$ cat src/rtl/board_ram_write_arbiter_if.sv
// rtl/board_ram_write_arbiter_if.sv - requester handshakes and RAM write port of the board RAM arbiter
interface board_ram_write_arbiter_if #(
  parameter int ADDR_W = 6,
  parameter int DATA_W = 2
);
  logic              a_valid;
  logic              a_ready;
  logic [ADDR_W-1:0] a_addr;
  logic [DATA_W-1:0] a_data;
  logic              b_valid;
  logic              b_ready;
  logic [ADDR_W-1:0] b_addr;
  logic [DATA_W-1:0] b_data;
  logic              ram_we;
  logic [ADDR_W-1:0] ram_wr_addr;
  logic [DATA_W-1:0] ram_wr_data;

  modport master (
    output a_valid, a_addr, a_data, b_valid, b_addr, b_data,
    input  a_ready, b_ready, ram_we, ram_wr_addr, ram_wr_data
  );

  modport slave (
    input  a_valid, a_addr, a_data, b_valid, b_addr, b_data,
    output a_ready, b_ready, ram_we, ram_wr_addr, ram_wr_data
  );
endinterface

$ cat src/rtl/board_ram_write_arbiter.sv
// rtl/board_ram_write_arbiter.sv - round-robin A/B write arbiter with full-board clear sequencer
module board_ram_write_arbiter #(
  parameter int ADDR_W = 6,
  parameter int DATA_W = 2,
  parameter int CELLS  = 64
) (
  input  logic clk,
  input  logic rst,
  input  logic clear_req,
  output logic clear_busy,
  output logic clear_done,
  board_ram_write_arbiter_if.slave bus
);

  typedef enum logic [0:0] {IDLE, CLEAR} state_e;

  localparam logic [ADDR_W-1:0] LAST_CELL = ADDR_W'(CELLS - 1);

  state_e            state_q, state_d;
  logic [ADDR_W-1:0] cnt_q, cnt_d;
  logic              last_b_q, last_b_d;
  logic              we_q, we_d;
  logic [ADDR_W-1:0] addr_q, addr_d;
  logic [DATA_W-1:0] data_q, data_d;
  logic              busy_q, busy_d;
  logic              done_q, done_d;
  logic              arb_en, grant_a, grant_b;

  // A wins a tie only when B was served last.
  always_comb begin
    arb_en  = (state_q == IDLE) && !clear_req && !rst;
    grant_a = arb_en && bus.a_valid && (!bus.b_valid || last_b_q);
    grant_b = arb_en && bus.b_valid && !grant_a;
  end

  assign bus.a_ready   = grant_a;
  assign bus.b_ready   = grant_b;
  assign bus.ram_we      = we_q;
  assign bus.ram_wr_addr = addr_q;
  assign bus.ram_wr_data = data_q;
  assign clear_busy    = busy_q;
  assign clear_done    = done_q;

  // Address 0 is issued from IDLE so it reaches the RAM one cycle after clear_req;
  // cnt_q therefore holds the next clear address while in CLEAR.
  always_comb begin
    state_d  = state_q;
    cnt_d    = cnt_q;
    last_b_d = last_b_q;
    we_d     = 1'b0;
    addr_d   = addr_q;
    data_d   = data_q;
    busy_d   = 1'b0;
    done_d   = 1'b0;
    case (state_q)
      IDLE: begin
        if (clear_req) begin
          state_d = CLEAR;
          we_d    = 1'b1;
          addr_d  = '0;
          data_d  = '0;
          busy_d  = 1'b1;
          cnt_d   = ADDR_W'(1);
        end else if (grant_a) begin
          we_d     = 1'b1;
          addr_d   = bus.a_addr;
          data_d   = bus.a_data;
          last_b_d = 1'b0;
        end else if (grant_b) begin
          we_d     = 1'b1;
          addr_d   = bus.b_addr;
          data_d   = bus.b_data;
          last_b_d = 1'b1;
        end
      end
      CLEAR: begin
        we_d   = 1'b1;
        addr_d = cnt_q;
        data_d = '0;
        busy_d = 1'b1;
        cnt_d  = cnt_q + ADDR_W'(1);
        if (cnt_q == LAST_CELL) begin
          done_d  = 1'b1;
          cnt_d   = '0;
          state_d = IDLE;
        end
      end
      default: state_d = IDLE;
    endcase
  end

  always_ff @(posedge clk) begin
    if (rst) begin
      state_q  <= IDLE;
      cnt_q    <= '0;
      last_b_q <= 1'b1;
      we_q     <= 1'b0;
      addr_q   <= '0;
      data_q   <= '0;
      busy_q   <= 1'b0;
      done_q   <= 1'b0;
    end else begin
      state_q  <= state_d;
      cnt_q    <= cnt_d;
      last_b_q <= last_b_d;
      we_q     <= we_d;
      addr_q   <= addr_d;
      data_q   <= data_d;
      busy_q   <= busy_d;
      done_q   <= done_d;
    end
  end

endmodule

$ cat src/flat_wrapper.sv
// flat-port wrapper written by rule: the top's interface ports become plain ports
module board_ram_write_arbiter_flat 
#(
  parameter int ADDR_W = 6,
  parameter int DATA_W = 2,
  parameter int CELLS  = 64
)
  (clk, rst, clear_req, clear_busy, clear_done, bus_a_valid, bus_a_addr, bus_a_data, bus_b_valid, bus_b_addr, bus_b_data, bus_a_ready, bus_b_ready, bus_ram_we, bus_ram_wr_addr, bus_ram_wr_data);
  board_ram_write_arbiter_if #(.ADDR_W(ADDR_W), .DATA_W(DATA_W)) bus_i ();
  input  logic clk;
  input  logic rst;
  input  logic clear_req;
  output logic clear_busy;
  output logic clear_done;
  input wire logic [$bits(bus_i.a_valid)-1:0] bus_a_valid;
  input wire logic [$bits(bus_i.a_addr)-1:0] bus_a_addr;
  input wire logic [$bits(bus_i.a_data)-1:0] bus_a_data;
  input wire logic [$bits(bus_i.b_valid)-1:0] bus_b_valid;
  input wire logic [$bits(bus_i.b_addr)-1:0] bus_b_addr;
  input wire logic [$bits(bus_i.b_data)-1:0] bus_b_data;
  output wire logic [$bits(bus_i.a_ready)-1:0] bus_a_ready;
  output wire logic [$bits(bus_i.b_ready)-1:0] bus_b_ready;
  output wire logic [$bits(bus_i.ram_we)-1:0] bus_ram_we;
  output wire logic [$bits(bus_i.ram_wr_addr)-1:0] bus_ram_wr_addr;
  output wire logic [$bits(bus_i.ram_wr_data)-1:0] bus_ram_wr_data;
  assign bus_i.a_valid = bus_a_valid;
  assign bus_i.a_addr = bus_a_addr;
  assign bus_i.a_data = bus_a_data;
  assign bus_i.b_valid = bus_b_valid;
  assign bus_i.b_addr = bus_b_addr;
  assign bus_i.b_data = bus_b_data;
  assign bus_a_ready = bus_i.a_ready;
  assign bus_b_ready = bus_i.b_ready;
  assign bus_ram_we = bus_i.ram_we;
  assign bus_ram_wr_addr = bus_i.ram_wr_addr;
  assign bus_ram_wr_data = bus_i.ram_wr_data;
  board_ram_write_arbiter #(.ADDR_W(ADDR_W), .DATA_W(DATA_W), .CELLS(CELLS)) u_core (.clk(clk), .rst(rst), .clear_req(clear_req), .clear_busy(clear_busy), .clear_done(clear_done), .bus(bus_i));
endmodule
$ cat config.mk
export PLATFORM = sky130hd
export DESIGN_NAME = board_ram_write_arbiter_flat
export DESIGN_NICKNAME = d
export VERILOG_FILES = /design/src/rtl/board_ram_write_arbiter_if.sv /design/src/rtl/board_ram_write_arbiter.sv /design/src/flat_wrapper.sv
export SDC_FILE = /design/constraint.sdc
export NUM_CORES = 1
export LEC_CHECK = 0
export BUFFER_PORTS_ARGS = -buffer_cell sky130_fd_sc_hd__buf_2
export CAP_MARGIN = 25
export CORE_AREA = 2 2 49 51
export CTS_CLUSTER_SIZE = 20
export DETAILED_ROUTE_END_ITERATION = 10
export DIE_AREA = 0 0 51 53
export PLACE_DENSITY = 0.75
export SLEW_MARGIN = 10
export SYNTH_ARGS = -nofsm -noshare
export SYNTH_HDL_FRONTEND = slang
export SYNTH_SLANG_ARGS = --single-unit
$ cat constraint.sdc
create_clock -name clk -period 1.8 [get_ports clk]
set_clock_uncertainty 0.15 [all_clocks]
set_input_delay 0.09 -clock clk [delete_from_list [all_inputs] [get_ports clk]]
set_output_delay 0.09 -clock clk [all_outputs]
set_load 0.1 [all_outputs]
==> metrics.log <==
INFO  metric synth_edf_count = 0
INFO  metric placeableCoreArea = 2148 um2
INFO  metric finalWeightedCongestion = 0.7709
INFO  metric static-leakage-power = 0.5567 nW
INFO  metric final_antenna_net_count = 0
INFO  metric multi_input_area = 559.3 um2
INFO  metric report.final.slew_viol_count = 0
INFO  metric cp_slowest_cell = dlygate4sd3_1
INFO  metric synthesis.area_per_instance = 8.940 um2
INFO  metric worst_ep_required_time = 1.56 ns
INFO  metric met2_usage = 43.07%
INFO  metric drt_pass1_iterations = 4
INFO  metric ios = 34
INFO  metric grt_util_met3 = 3.955%
INFO  metric ctsHtreeMaxLevel = 1
INFO  metric floorplan.die_area = 2703 um2
INFO  metric critical_path.cell_chain = dlygate4sd3_1 > buf_2 > nand2b_1 > and3_4 > buf_12
INFO  metric maxCapViolCount = 0
INFO  metric cts_tree = done
INFO  metric gr-usage-met1 = 25.74%
INFO  metric cts_root_buffer = clkbuf_4
INFO  metric worstSetupStartpointType = input pin
INFO  metric critPathKind = input pin to output port
INFO  metric grt_pass1_vias = 1032
INFO  metric grt_pass1_wl = 4.588 mm
INFO  metric yosys.cell_types.count = 35
INFO  metric placement.io_buffers = 33
INFO  metric run_status = finished clean
INFO  metric finalCriticalPeriod = 1.729 ns
INFO  metric grt.busiest_layer = met2
INFO  metric post-place-ws = 0.2544 ns
INFO  metric max_freq = 578.4 MHz
INFO  metric tritoncts_num_sinks = 19
INFO  metric worst_ir_drop_vdd = 0.4611 mV
INFO  metric register_area = 380.4 um2
INFO  metric die_w = 51 um
INFO  metric yosysSeqAreaShare = 38.68%
INFO  metric synth-async-reset-ratio = 0%
INFO  metric final-hold-violation-count = 0
INFO  metric floorplan_row_count = 17
INFO  metric post_drt_wl_per_cell = 15.41 um
INFO  metric synth_top_cells_by_count = dfxtp_1 (19), nor2_1 (9), nand4_1 (8)
INFO  metric max_slew.worst_pin.slew = 0.5090 ns
INFO  metric hold_class = input pin to flip-flop
INFO  metric synthDominantAreaCellType = dfxtp_1
INFO  metric synth-main-ff-cell = dfxtp_1
INFO  metric yosysWarningCount = 0
INFO  metric area.growth.synth_to_final = 41.60%
INFO  metric gr-usage-all-layers = 23.08%
INFO  metric vias_per_cell = 5.802
INFO  metric layout_net_count = 182
INFO  metric globalRouteOverflowTotal = 0
INFO  metric cts_buffer_depth = 2
INFO  metric floorplan.initialDensity = 45.78%
INFO  metric totalNegativeSetupSlack = 0 ns
INFO  metric final-setup-viol-count = 0
INFO  metric post-dp-hpwl = 1.807 mm
INFO  metric numCtsBuffers = 3
INFO  metric synth-seq-cells = 19
INFO  metric worst-path-max-fanout = 7
INFO  metric antenna-diode-count = 0
INFO  metric grt_max_degree = 24
INFO  metric grt_setup_unrepaired = false
INFO  metric synth_top_cell_area_share = 38.68%
INFO  metric synth_area_leaders = dfxtp_1 (39%), o211ai_1 (5.3%), nand4_1 (5.1%), a311oi_1 (3.6%), a41oi_1 (3.6%)
INFO  metric clkLatencyLatePin = 0.31 ns
INFO  metric route.vias.total = 1085
INFO  metric synth_area = 983.4 um2
INFO  metric p_per_area = 708.0 nW/um2
INFO  metric wl = 2.881 mm
INFO  metric slew-limit-headroom = 65.99%
INFO  metric fin_ws = 0.07122 ns
INFO  metric signal_arrival_time_at_the_worst_endpoint = 1.49 ns
INFO  metric end_kind = output port
INFO  metric final.fill_count = 197
INFO  metric max_stage_delay = 0.53 ns
INFO  metric synth.net_count = 132
INFO  metric die_h = 53 um
INFO  metric cts.reportedPaths.clkPinSlew = 0.10 ns
INFO  metric initialDrtViolationCount = 10
INFO  metric grt_antenna_before_repair = 0
INFO  metric drt_drc_violations_left = 0
INFO  metric post-synth-top-count-cell = dfxtp_1
INFO  metric final.period_utilization = 96.04%
INFO  metric drive_gt1_share = 28.30%
INFO  metric syn_inst = 110
layout by cell type (no fill, tap or decap), types with 4 or more instances in the layout:
master,count
a22oi_1,4
nand4_1,8
dfxtp_1,19
nand2_1,4
a311oi_1,4
nor2b_1,5
buf_2,31
o211ai_1,7
dlygate4sd3_1,17
nor2_1,9
a41oi_1,4
layout make-up:
class / instances / area share [%]
Inverter: 1 / 0.2695
Tap cell: 28 / 2.516
Multi-Input combinational cell: 82 / 40.16
Timing Repair Buffer: 53 / 27.85
Sequential cell: 19 / 27.31
Clock buffer: 4 / 1.887
repair_timing:
item                                   4_1_cts  5_1_grt
setup endpoints to repair                    0        2
buffers inserted                             0        0
gates resized for setup                      0        1
endpoints found under the hold margin        9        0
hold buffers                                17        0
cell families after synthesis:
family / Yosys count / share of synthesized area, %
and+or+nand+nor: 44 / 25.83
AOI/OAI and AO/OA: 37 / 29.13
DFF: 19 / 38.68
buffers and inverters: 9 / 5.089
adders and majority gates: 1 / 1.272
path summary, 6_finish.rpt:
kind	start	end	slack (ns)	depth (start not counted)
min	rst	u_core.cnt_q[1]$_SDFFE_PP0P_	0.04	2
max	bus_b_valid	bus_a_ready	0.07	5
min reg2reg	u_core.bus.ram_wr_addr[5]$_SDFFE_PP0P_	u_core.bus.ram_wr_addr[5]$_SDFFE_PP0P_	0.35	2
max reg2reg	u_core.cnt_q[0]$_SDFFE_PP0P_	u_core.cnt_q[5]$_SDFFE_PP0P_	0.24	4
worst max-delay path, delay by kind of cell:
| family | cells | cell delay (ns) |
|---|---|---|
| buffers and inverters | 3 | 0.87 |
| and+or+nand+nor | 2 | 0.53 |
metal layers:
metal / wire, um / share of wire [%]
met1: 1217 / 42
met2: 1512 / 52
met3: 119 / 4.1
met4: 32 / 1.1
met5: 0 / 0
report_power, final:
| group | internal [mW] | total, mW | switching [mW] |
|---|---|---|---|
| registers | 0.443 | 0.461 | 0.0177 |
| clock network | 0.0865 | 0.225 | 0.139 |
| logic | 0.0934 | 0.300 | 0.207 |
state kept, by name, indices dropped and copies added (netlist names):
signal	count
u_core.bus.ram_wr_data	2
u_core.last_b_q	1
u_core.bus.ram_wr_addr	6
u_core.clear_busy	1
u_core.state_q	1
u_core.bus.ram_we	1
u_core.cnt_q	6
u_core.clear_done	1
per-stage QoR:
| stage | utilization (%) | hold slack (ns) | cells | power [mW] | cell area (um2) |
|---|---|---|---|---|---|
| 4_1_cts | 64.59 | 0.03053 | 187 | 0.9794 | 1388 |
| 2_1_floorplan | - | 0.07784 | 110 | 0.6710 | 984.7 |
| 5_1_grt | 64.82 | 0.05185 | 187 | 1.019 | 1393 |
| 6_report | 64.82 | 0.04158 | 187 | 0.9860 | 1393 |
| 3_5_place_dp | 55.45 | 0.1721 | 166 | 0.7368 | 1191 |
| 3_3_place_gp | 55.45 | 0.1717 | 166 | 0.7324 | 1191 |
Note: power is estimated with default switching activity, not from simulation.
